### config.mk
export PLATFORM = sky130hd
export DESIGN_NAME = sift_frame_builder_flat
export DESIGN_NICKNAME = d
export VERILOG_FILES = /design/src/rtl/sift_frame_builder_if.sv /design/src/rtl/sift_frame_builder.sv /design/src/flat_wrapper.sv
export SDC_FILE = /design/constraint.sdc
export NUM_CORES = 1
export LEC_CHECK = 0
export ABC_AREA = 1
export CAP_MARGIN = 20
export CORE_MARGIN = 10
export CORE_UTILIZATION = 43
export CTS_BUF_LIST = sky130_fd_sc_hd__clkbuf_16
export DETAILED_ROUTE_END_ITERATION = 6
export PLACE_DENSITY = 0.76
export SLEW_MARGIN = 5
export SYNTH_ARGS = -nofsm -noshare
export SYNTH_HDL_FRONTEND = slang
export SYNTH_SLANG_ARGS = --single-unit
### constraint.sdc
create_clock -name clk -period 1.35 [get_ports clk]
set_input_delay 0.135 -clock clk [delete_from_list [all_inputs] [get_ports clk]]
set_output_delay 0.135 -clock clk [all_outputs]
set_load 0.01 [all_outputs]
### src/rtl/sift_frame_builder_if.sv
// Event-in / frame-out bundle for sift_frame_builder.
// The slave modport is the builder; the master modport is its producer/consumer side.
interface sift_frame_builder_if #(
  parameter int FRAME_LEN = 80,
  parameter int IDX_W     = 7
);
  logic                 in_valid;
  logic                 in_ready;
  logic                 s_bit;
  logic                 s_basis;
  logic                 r_bit;
  logic                 r_basis;
  logic                 r_detect;
  logic                 flush;
  logic                 frame_valid;
  logic                 frame_ready;
  logic [FRAME_LEN-1:0] sender_sifted;
  logic [FRAME_LEN-1:0] sender_svalid;
  logic [FRAME_LEN-1:0] receiver_sifted;
  logic [FRAME_LEN-1:0] receiver_svalid;
  logic [IDX_W-1:0]     frame_fill;
  logic [IDX_W-1:0]     frame_err_cnt;

  modport master (
    output in_valid, s_bit, s_basis, r_bit, r_basis, r_detect, flush, frame_ready,
    input  in_ready, frame_valid, sender_sifted, sender_svalid,
           receiver_sifted, receiver_svalid, frame_fill, frame_err_cnt
  );

  modport slave (
    input  in_valid, s_bit, s_basis, r_bit, r_basis, r_detect, flush, frame_ready,
    output in_ready, frame_valid, sender_sifted, sender_svalid,
           receiver_sifted, receiver_svalid, frame_fill, frame_err_cnt
  );
endinterface

### src/rtl/sift_frame_builder.sv
// Packs sifted detection events into FRAME_LEN-slot frames and hands them off with valid/ready.
// Define SIFT_QBER_EST_EN to count per-frame bit errors on frame_err_cnt (tied to 0 otherwise).
module sift_frame_builder #(
  parameter int FRAME_LEN = 80,
  parameter int IDX_W     = 7
) (
  input logic                clk,
  input logic                rst_n,
  sift_frame_builder_if.slave bus
);

  typedef enum logic {FILL, HOLD} state_t;

  state_t               state_q;
  state_t               state_d;
  logic [IDX_W-1:0]     idx_q;
  logic [IDX_W-1:0]     fill_q;
  logic [FRAME_LEN-1:0] s_sift_q;
  logic [FRAME_LEN-1:0] r_sift_q;
  logic [FRAME_LEN-1:0] svalid_q;

  logic accept;
  logic slot_valid;
  logic last_slot;
  logic take_flush;
  logic close_frame;
  logic handshake;

  // A flush with an empty frame is only honoured if this cycle's event fills slot 0.
  assign accept      = (state_q == FILL) && bus.in_valid;
  assign slot_valid  = bus.r_detect && (bus.s_basis == bus.r_basis);
  assign last_slot   = accept && (idx_q == IDX_W'(FRAME_LEN - 1));
  assign take_flush  = (state_q == FILL) && bus.flush && (accept || (idx_q != '0));
  assign close_frame = last_slot || take_flush;
  assign handshake   = (state_q == HOLD) && bus.frame_ready;

  always_ff @(posedge clk or negedge rst_n) begin
    if (!rst_n) begin
      state_q <= FILL;
    end else begin
      state_q <= state_d;
    end
  end

  always_comb begin
    state_d = state_q;
    unique case (state_q)
      FILL:    if (close_frame) state_d = HOLD;
      HOLD:    if (handshake)   state_d = FILL;
      default: state_d = FILL;
    endcase
  end

  always_comb begin
    bus.in_ready    = rst_n && (state_q == FILL);
    bus.frame_valid = (state_q == HOLD);
  end

  always_ff @(posedge clk or negedge rst_n) begin
    if (!rst_n) begin
      idx_q    <= '0;
      fill_q   <= '0;
      s_sift_q <= '0;
      r_sift_q <= '0;
      svalid_q <= '0;
    end else if (handshake) begin
      idx_q    <= '0;
      fill_q   <= '0;
      s_sift_q <= '0;
      r_sift_q <= '0;
      svalid_q <= '0;
    end else if (accept) begin
      s_sift_q[idx_q] <= bus.s_bit;
      r_sift_q[idx_q] <= bus.r_bit;
      svalid_q[idx_q] <= slot_valid;
      idx_q           <= idx_q + IDX_W'(1);
      if (close_frame) begin
        fill_q <= idx_q + IDX_W'(1);
      end
    end else if (take_flush) begin
      fill_q <= idx_q;
    end
  end

  assign bus.sender_sifted   = s_sift_q;
  assign bus.receiver_sifted = r_sift_q;
  assign bus.sender_svalid   = svalid_q;
  assign bus.receiver_svalid = svalid_q;
  assign bus.frame_fill      = fill_q;

`ifdef SIFT_QBER_EST_EN
  logic [IDX_W-1:0] err_q;

  // Saturating count of kept slots whose bits disagree; held with the frame until handoff.
  always_ff @(posedge clk or negedge rst_n) begin
    if (!rst_n) begin
      err_q <= '0;
    end else if (handshake) begin
      err_q <= '0;
    end else if (accept && slot_valid && (bus.s_bit != bus.r_bit) && (err_q != '1)) begin
      err_q <= err_q + IDX_W'(1);
    end
  end

  assign bus.frame_err_cnt = err_q;
`else
  assign bus.frame_err_cnt = '0;
`endif

endmodule

### src/flat_wrapper.sv
// flat-port wrapper written by rule: the top's interface ports become plain ports
module sift_frame_builder_flat 
#(
  parameter int FRAME_LEN = 80,
  parameter int IDX_W     = 7
)
  (clk, rst_n, bus_in_valid, bus_s_bit, bus_s_basis, bus_r_bit, bus_r_basis, bus_r_detect, bus_flush, bus_frame_ready, bus_in_ready, bus_frame_valid, bus_sender_sifted, bus_sender_svalid, bus_receiver_sifted, bus_receiver_svalid, bus_frame_fill, bus_frame_err_cnt);
  sift_frame_builder_if #(.FRAME_LEN(FRAME_LEN), .IDX_W(IDX_W)) bus_i ();
  input logic clk;
  input logic rst_n;
  input wire logic [$bits(bus_i.in_valid)-1:0] bus_in_valid;
  input wire logic [$bits(bus_i.s_bit)-1:0] bus_s_bit;
  input wire logic [$bits(bus_i.s_basis)-1:0] bus_s_basis;
  input wire logic [$bits(bus_i.r_bit)-1:0] bus_r_bit;
  input wire logic [$bits(bus_i.r_basis)-1:0] bus_r_basis;
  input wire logic [$bits(bus_i.r_detect)-1:0] bus_r_detect;
  input wire logic [$bits(bus_i.flush)-1:0] bus_flush;
  input wire logic [$bits(bus_i.frame_ready)-1:0] bus_frame_ready;
  output wire logic [$bits(bus_i.in_ready)-1:0] bus_in_ready;
  output wire logic [$bits(bus_i.frame_valid)-1:0] bus_frame_valid;
  output wire logic [$bits(bus_i.sender_sifted)-1:0] bus_sender_sifted;
  output wire logic [$bits(bus_i.sender_svalid)-1:0] bus_sender_svalid;
  output wire logic [$bits(bus_i.receiver_sifted)-1:0] bus_receiver_sifted;
  output wire logic [$bits(bus_i.receiver_svalid)-1:0] bus_receiver_svalid;
  output wire logic [$bits(bus_i.frame_fill)-1:0] bus_frame_fill;
  output wire logic [$bits(bus_i.frame_err_cnt)-1:0] bus_frame_err_cnt;
  assign bus_i.in_valid = bus_in_valid;
  assign bus_i.s_bit = bus_s_bit;
  assign bus_i.s_basis = bus_s_basis;
  assign bus_i.r_bit = bus_r_bit;
  assign bus_i.r_basis = bus_r_basis;
  assign bus_i.r_detect = bus_r_detect;
  assign bus_i.flush = bus_flush;
  assign bus_i.frame_ready = bus_frame_ready;
  assign bus_in_ready = bus_i.in_ready;
  assign bus_frame_valid = bus_i.frame_valid;
  assign bus_sender_sifted = bus_i.sender_sifted;
  assign bus_sender_svalid = bus_i.sender_svalid;
  assign bus_receiver_sifted = bus_i.receiver_sifted;
  assign bus_receiver_svalid = bus_i.receiver_svalid;
  assign bus_frame_fill = bus_i.frame_fill;
  assign bus_frame_err_cnt = bus_i.frame_err_cnt;
  sift_frame_builder #(.FRAME_LEN(FRAME_LEN), .IDX_W(IDX_W)) u_core (.clk(clk), .rst_n(rst_n), .bus(bus_i));
endmodule
Word-level counts from Yosys, hierarchy flattened:

Cells that the tools add are included.

* output and inout port bits: 336
* bits of input ports: 10
* word-level logic and storage cells: 47
* bits in registers: 255

* equal/unequal tests: 3
* mux-type cells: 20
* bitwise operators: 1
* reduce and logical (&&, ||, !) cells: 14
* $lt $le $gt $ge: 2
* $add $sub $neg: 1

Operator list (count)
* 80-bit two-way mux: 6
* 80-bit bitwise mux: 3
* 7-bit two-way mux: 6
* 1-bit logical AND: 8
* 7-bit by 8-bit < comparator with 1-bit output (second input constant): 1
* 7-bit by 1-bit adder with 7-bit output (second input constant): 1
* 1-bit demux with 7-bit select: 1
* 7-bit == test (second input constant): 1
* 7-bit by 1-bit greater-or-equal comparator with 1-bit output (second input constant): 1
* 7-bit nonzero test: 1
* 1-bit two-way mux: 3
* 3-bit != test (second input constant): 1
* 3-bit nonzero test: 1
* 1-bit logical OR: 2
* 1-bit one-hot mux with 2 select lines: 1
* 2-bit AND reduction: 1
* 2-bit nonzero test: 1
* 1-bit == test: 1
* 1-bit NOT: 1

Logic depth before layout (Yosys ltp):

Gate-level depths: netlist of run 1.

* depth after elaboration: 8
* depth in mapped cells: 10
* depth with buffers taken out: 9

Worst setup path before layout of run 1:

No wires, ideal clock.

* path kind: flip-flop to flip-flop
* start: reg u_core.state_q, in the netlist u_core.bus.frame_valid
* end: reg u_core.svalid_q[31], in the netlist u_core.bus.receiver_svalid[31]
* cell stages (with the launch flop): 8
* buffers on the path: 1
* required time: 1.233 ns
* path slack: -0.111 ns
* clock period less this slack: 1.461 ns
* setup time: 0.117 ns
* data arrival time: 1.345 ns
* cells stage by stage: dfrtp_1 -> inv_1 -> nand2_2 -> buf_4 -> nor3_2 -> nor2_1 -> nand2_1 -> nand2_1

* cells in the longest elaborated chain, start to end: 3

Ends and longest elaborated chain
* start, declared: RTL line sift_frame_builder.sv:14 `state_t state_q;`
* start signal, assigned: RTL line sift_frame_builder.sv:41 `state_q <= state_d;`
* 1-bit NOT: RTL line sift_frame_builder.sv:30 `assign accept = (state_q == FILL) && bus.in_valid;`
* 1-bit logical AND: RTL line sift_frame_builder.sv:30
* 2-bit nonzero test (no source line)
* end signal, assigned by index: RTL line sift_frame_builder.sv:75 `svalid_q[idx_q] <= slot_valid;`
* end, declared: RTL line sift_frame_builder.sv:20 `logic [FRAME_LEN-1:0] svalid_q;`

Several ways; a longest one is shown, not always the timed one.
A chain may end at the register's enable or synchronous reset.

Worst setup path after layout of run 1:

* start: reg u_core.state_q, in the netlist u_core.bus.frame_valid
* end: reg u_core.svalid_q[66], in the netlist u_core.bus.receiver_svalid[66]

Same word-level chain as after synthesis.

==> impl_metrics.py, run 1 <==
metrics = {
    "run_status": {
        "status": "finished, violations left",
        "violations": "negative setup slack",
    },
    "place": {
        "gp_congestion": 0.8648,
        "io_buffer_count": 338,
        "hpwlAfterDp_um": 28960,
        "dp_slack_ps": -478.1,
    },
    "route": {
        "drc_errors": 0,
        "wirelength_um": 51200,
        "wire_per_inst_um": 23.53,
        "first_pass_iters": 5,
        "routed_via_density": 5.590,
        "drtAntennaViolNets": 0,
        "drtIter0Drc": 1190,
        "vias": 12160,
    },
    "cells_and_area": {
        "n_antenna_cell": 0,
        "fin_nets": 1829,
        "synthToLayoutAreaGrowth_pct": 66.29,
        "drive_gt1_share_pct": 45.94,
        "final_cell_mix": "304 x nand2_1, 247 x dfrtp_1, 160 x nand3_1",
        "nFillCells": 1757,
        "fin_util_pct": 72.24,
        "final_common_cell": "nand2_1",
    },
    "timing": {
        "setup_violations": 260,
        "tns_ps": -49860,
        "skew_ps": 14.43,
        "rsz0062_at_grt": "yes",
        "fmax_mhz": 608.2,
        "period_minus_slack_ps": 1644,
        "setup_slack_ps": -294.3,
        "fin_crit_sh_pct": 121.8,
        "finalMaxSlewViolations": 0,
        "hold_viol_final": 0,
    },
    "floorplan": {
        "ios": 346,
        "dieHeight_um": 184.5,
        "die_w_um": 184.5,
        "start_util_pct": 43.44,
        "core_mm2": 0.02680,
        "rows": 60,
        "die_area_mm2": 0.03406,
    },
    "cts": {
        "path_clk_slew_ps": 60,
        "clk_latency_ps": 550,
        "clockRootBuffer": "clkbuf_16",
        "clockBufferDepth": 3,
        "htreeDepth": 1,
        "cts.sinks": 255,
        "cts_tree": "built",
        "numCtsBuffers": 27,
    },
    "setup_path": {
        "worst_setup_path_start_kind": "register",
        "crit_type": "reg2reg",
        "crit_fanout": 9,
        "critPathCaptureType": "register",
        "worst_ep_arrival_time_ps": 2070,
        "worstPathRequired_ps": 1780,
    },
    "power_and_ir_drop": {
        "combPwrFrac_pct": 38.2,
        "power_density_mw_per_mm2": 1274,
        "ir_drop_v": 0.0009380,
        "internal_power_mw": 15.70,
        "leakagePower_nw": 9.946,
        "pwr-share-seq_pct": 33.3,
        "sw_frac_of_total_pct": 36.31,
        "design_power_total_mw": 24.66,
        "p_sw_mw": 8.952,
        "p_clk_share_pct": 28.5,
    },
    "global_route": {
        "grt_remaining_overflow": 0,
        "gr-usage-all-layers_pct": 25.76,
        "grt_max_degree": 80,
        "grt_pass1_wl_um": 68270,
        "antenna_found_initial": 0,
        "grt_pass1_vias": 11520,
    },
    "synthesis": {
        "synth-edff-count": 0,
        "synthDistinctLibCells": 33,
        "syn_avg_cell_area_um2": 8.701,
        "synthArstFlopShare_pct": 100.0,
        "ys_top_cells_by_area": "dfrtp_1 55%, nand2_1 13%, nand3_1 9.4%, buf_4 5.9%, o21ai_0 3.7%",
        "seq_area_frac_synth_pct": 54.81,
        "synth_area_mm2": 0.01164,
        "synth_ff_type": "dfrtp_1",
        "yosysTopAreaCell": "dfrtp_1",
        "yosysTopAreaCellShare_pct": 54.81,
        "postSynthCellCount": 1338,
        "ys.warnings.count": 0,
        "ys_ff_latch": 255,
    },
    "job": {
        "cap_violations": 0,
    },
    "min_path": {
        "min_path_type": "in2async",
    },
}
[power groups by stage]
| stage | logic [mW] | registers (mW) | clock network, mW |
|---|---|---|---|
| final | 9.42 | 8.22 | 7.02 |
| after global routing | 9.71 | 8.25 | 7.34 |
| after CTS | 7.35 | 8.18 | 6.98 |
| after detailed placement | 5.12 | 8.32 | 0 |
| after global placement | 5.07 | 8.30 | 0 |
| after floorplan | 2.42 | 8.35 | 0 |
[registers in the layout, summed over array words and instances, names as in the netlist]
signal	count
u_core.idx_q	7
u_core.bus.receiver_sifted	80
u_core.bus.receiver_svalid	80
u_core.bus.frame_fill	7
u_core.bus.sender_sifted	80
u_core.bus.frame_valid	1
[worst paths after layout]
kind	startpoint	to	slack, ps	cells after the start
max reg2reg	u_core.bus.frame_valid$_DFF_PN0_	u_core.bus.receiver_svalid[66]$_DFFE_PN0P_	-290	7
min reg2reg	u_core.bus.sender_sifted[62]$_DFFE_PN0P_	u_core.bus.sender_sifted[62]$_DFFE_PN0P_	470	2
min in group clk	bus_r_detect	u_core.bus.receiver_svalid[63]$_DFFE_PN0P_	260	3
min	rst_n	u_core.bus.frame_fill[5]$_DFFE_PN0P_	210	3
max in group asynchronous	rst_n	u_core.bus.receiver_sifted[33]$_DFFE_PN0P_	260	4
max	u_core.bus.frame_valid$_DFF_PN0_	u_core.bus.receiver_svalid[66]$_DFFE_PN0P_	-290	7
[layout make-up]
cell class              instances  area [um2]  area share (%)
flip-flops and latches        255        6391           33.01
repair buffers                593        5736           29.63
repair inverters                1       8.758         0.04524
clock inverters                20       121.4          0.6269
inverters                      46       247.7           1.280
well taps                     341       426.7           2.204
clock buffers                  27       675.6           3.490
multi-input cells             893        5753           29.72
[worst max-delay path, stage by stage, from the launching register on]
cell       delay (ps)
dfrtp_2           420
buf_6             140
nor2_4            190
buf_6             210
bufbuf_16         290
nand2_1            90
nand3_1           110
nand2_1            70
[kinds of logic (layout without fill, tap and decap cells)]
| family | count (synthesis) | count (layout) | share of synthesized area, % |
|---|---|---|---|
| flops | 255 | 255 | 54.81 |
| fa+ha+maj | 2 | 2 | 0.2149 |
| buf+inv | 198 | 687 | 10.08 |
| compound gates | 110 | 110 | 4.858 |
| simple gates | 772 | 774 | 30.01 |
| other cells | 1 | 7 | 0.03221 |
[what timing repair did]
item                                   CTS  global route
hold buffers                             1             0
gates resized for setup                917           569
endpoints found under the hold margin   70             0
gates cloned                            21            16
pin swaps                               34            90
setup endpoints to repair              579           458
buffers inserted                        52            56
[metrics by stage]
step | hold slack (ps) | instance area, um2 | instances
4_1_cts | 198.6 | 18150 | 2110
3_3_place_gp | 169.3 | 15720 | 1991
5_1_grt | 268.8 | 19360 | 2176
2_1_floorplan | -160.6 | 11770 | 1344
3_5_place_dp | 173.7 | 15720 | 1991
6_report | 210.2 | 19360 | 2176
[per-layer routing]
metal / track usage [%] / up-vias / wire length, um
li1: - / 5271 / -
met3: 6.222 / 166 / 5031
met1: 31.05 / 6071 / 18500
met4: 10.46 / 0 / 2622
met5: 0 / - / 0
met2: 43.27 / 655 / 25040
[cell usage after synthesis, types with 2 or more instances]
master and number:
nor2_1 92, nor3_4 4, dfrtp_1 255, clkbuf_1 27
nand3_2 2, nor2_4 9, nor3_2 11, o21ai_0 85
nand2_4 3, o21ai_1 17, inv_2 9, nand4_1 14
buf_6 7, buf_4 92, nand2_2 13, inv_1 34
buf_2 17, nand3_1 219, ha_1 2, buf_1 7
o31ai_1 5, clkbuf_2 2, nand2_1 402
No activity file was read; power rests on OpenSTA's default activity.
==> inputs of run 2 (changes only) <==
--- a/config.mk
+++ b/config.mk
@@ -12,6 +12,7 @@
 export CTS_BUF_LIST = sky130_fd_sc_hd__clkbuf_16
 export DETAILED_ROUTE_END_ITERATION = 6
 export PLACE_DENSITY = 0.76
+export SKIP_CTS_REPAIR_TIMING = 1
 export SLEW_MARGIN = 5
 export SYNTH_ARGS = -nofsm -noshare
 export SYNTH_HDL_FRONTEND = slang
==> impl_metrics.py, run 2 (same netlist as run 1, synthesis figures left out) <==
metrics = {
    "run_status": {
        "status": "finished, violations left",
        "violations": "negative setup slack",
    },
    "place": {
        "io_buffer_count": 338,
        "hpwlAfterDp_um": 28960,
        "gp_congestion": 0.8648,
        "placed_cell_area_mm2": 0.01572,
        "dp_slack_ps": -478.1,
    },
    "setup_path": {
        "crit_top_cell": "buf_12",
        "cpPeakStageDelay_ps": 460,
        "worst_ep_arrival_time_ps": 2310,
        "crit_type": "reg2reg",
        "crit_path_cell_trace": "nor2_4 -> buf_12 -> buf_12 -> buf_4 -> nand4_1 -> o21ai_0",
        "critPathCaptureType": "register",
        "crit_slowest_cell": "dfrtp_2",
        "crit_fanout": 5,
        "worst_setup_path_start_kind": "register",
        "worstPathRequired_ps": 1760,
    },
    "timing": {
        "rsz0062_at_grt": "yes",
        "finalMaxSlewViolations": 0,
        "fmax_mhz": 525.8,
        "setup_violations": 262,
        "skew_ps": 24.41,
        "fin_crit_sh_pct": 140.9,
        "period_minus_slack_ps": 1902,
        "setup_slack_ps": -551.9,
        "tns_ps": -64340,
        "slew_headroom_pct": 60.90,
        "hold_viol_final": 0,
        "tightest_slew_ps": 580.4,
    },
    "cells_and_area": {
        "n_antenna_cell": 0,
        "synthToLayoutAreaGrowth_pct": 89.33,
        "fin_util_pct": 82.25,
        "design_area_mm2": 0.02204,
        "fin_nets": 1836,
        "final_common_cell": "dlymetal6s2s_1",
        "final_cell_mix": "327 x dlymetal6s2s_1, 266 x nand2_1, 247 x dfrtp_1",
        "nFillCells": 1205,
        "drive_gt1_share_pct": 43.00,
    },
    "floorplan": {
        "rows": 60,
        "ios": 346,
        "die_w_um": 184.5,
        "die_area_mm2": 0.03406,
        "dieHeight_um": 184.5,
        "start_util_pct": 43.44,
        "core_mm2": 0.02680,
    },
    "route": {
        "routed_via_density": 6.012,
        "wl_met2_um": 28610,
        "top_layer": "met5",
        "wire_per_inst_um": 27.91,
        "drtAntennaViolNets": 0,
        "drc_errors": 0,
        "first_pass_iters": 6,
        "routedLengthMet1_um": 21060,
        "vias": 13130,
        "drtIter0Drc": 1558,
        "wirelength_um": 60940,
        "dr_wl_met3_um": 6776,
    },
    "power_and_ir_drop": {
        "leakagePower_nw": 16.03,
        "power_density_mw_per_mm2": 1177,
        "ir_drop_v": 0.001107,
    },
    "global_route": {
        "antenna_found_initial": 1,
        "grt_pass1_wl_um": 60930,
        "grt_remaining_overflow": 0,
        "gr-usage-all-layers_pct": 22.63,
        "grt_max_degree": 80,
        "grt_pass1_vias": 10560,
    },
    "cts": {
        "clockRootBuffer": "clkbuf_16",
        "clk_latency_ps": 560,
        "path_clk_slew_ps": 70,
        "numCtsBuffers": 27,
        "clockBufferDepth": 3,
        "htreeDepth": 1,
        "cts_tree": "built",
        "cts.sinks": 255,
    },
    "min_path": {
        "min_path_type": "in2async",
    },
    "job": {
        "cap_violations": 0,
    },
}
run 2: critical path, delay by kind of cell, from the launching register on:
kind            cells  cell delay, ps
simple gates        2             480
flops               1             460
compound gates      1             460
buf+inv             3             360
run 2: path summary, 6_finish.rpt:
| check | from | endpoint | slack [ps] | depth (start not counted) |
|---|---|---|---|---|
| max in group asynchronous | rst_n | u_core.bus.receiver_svalid[54]$_DFFE_PN0P_ | 250 | 4 |
| worst min-delay path | rst_n | u_core.bus.receiver_sifted[29]$_DFFE_PN0P_ | 210 | 3 |
| worst max register to register | u_core.idx_q[6]$_DFFE_PN0P_ | u_core.bus.sender_sifted[7]$_DFFE_PN0P_ | -550 | 6 |
| min in group clk | bus_r_detect | u_core.bus.receiver_svalid[63]$_DFFE_PN0P_ | 270 | 3 |
| worst max-delay path | u_core.idx_q[6]$_DFFE_PN0P_ | u_core.bus.sender_sifted[7]$_DFFE_PN0P_ | -550 | 6 |
| worst min register to register | u_core.bus.receiver_sifted[33]$_DFFE_PN0P_ | u_core.bus.receiver_sifted[33]$_DFFE_PN0P_ | 480 | 2 |
run 2: final cells by class:
| cell class | instances | area (um2) | share of cell area, % |
|---|---|---|---|
| timing repair buffer | 598 | 7586 | 34.42 |
| inverter | 46 | 261.5 | 1.186 |
| timing repair inverter | 2 | 27.53 | 0.1249 |
| sequential | 255 | 6391 | 28.99 |
| clock buffer | 27 | 675.6 | 3.065 |
| clock inverter | 20 | 121.4 | 0.5506 |
| tap | 341 | 426.7 | 1.936 |
| multi-input combinational | 894 | 6553 | 29.73 |
run 2: per-layer routing:
layer / track usage [%] / up-vias
met5: 0 / -
met4: 8.948 / 2
met3: 6.025 / 333
met2: 37.03 / 1040
met1: 27.85 / 6462
li1: - / 5288
run 2: stage by stage:
step / power [mW] / hold slack (ps) / cells
after floorplan: 10.77 / -160.6 / 1344
after global placement: 13.38 / 169.3 / 1991
after detailed placement: 13.44 / 173.7 / 1991
after CTS: 20.32 / -388.4 / 2038
after global routing: 26.39 / 255.7 / 2183
final: 25.95 / 208.2 / 2183
run 2: power breakdown:
part / total, mW / internal [mW] / switching (mW)
clock network: 7.21 / 3.81 / 3.39
registers: 8.27 / 7.92 / 0.351
logic: 10.5 / 4.32 / 6.16
total: 26.0 / 16.0 / 9.90
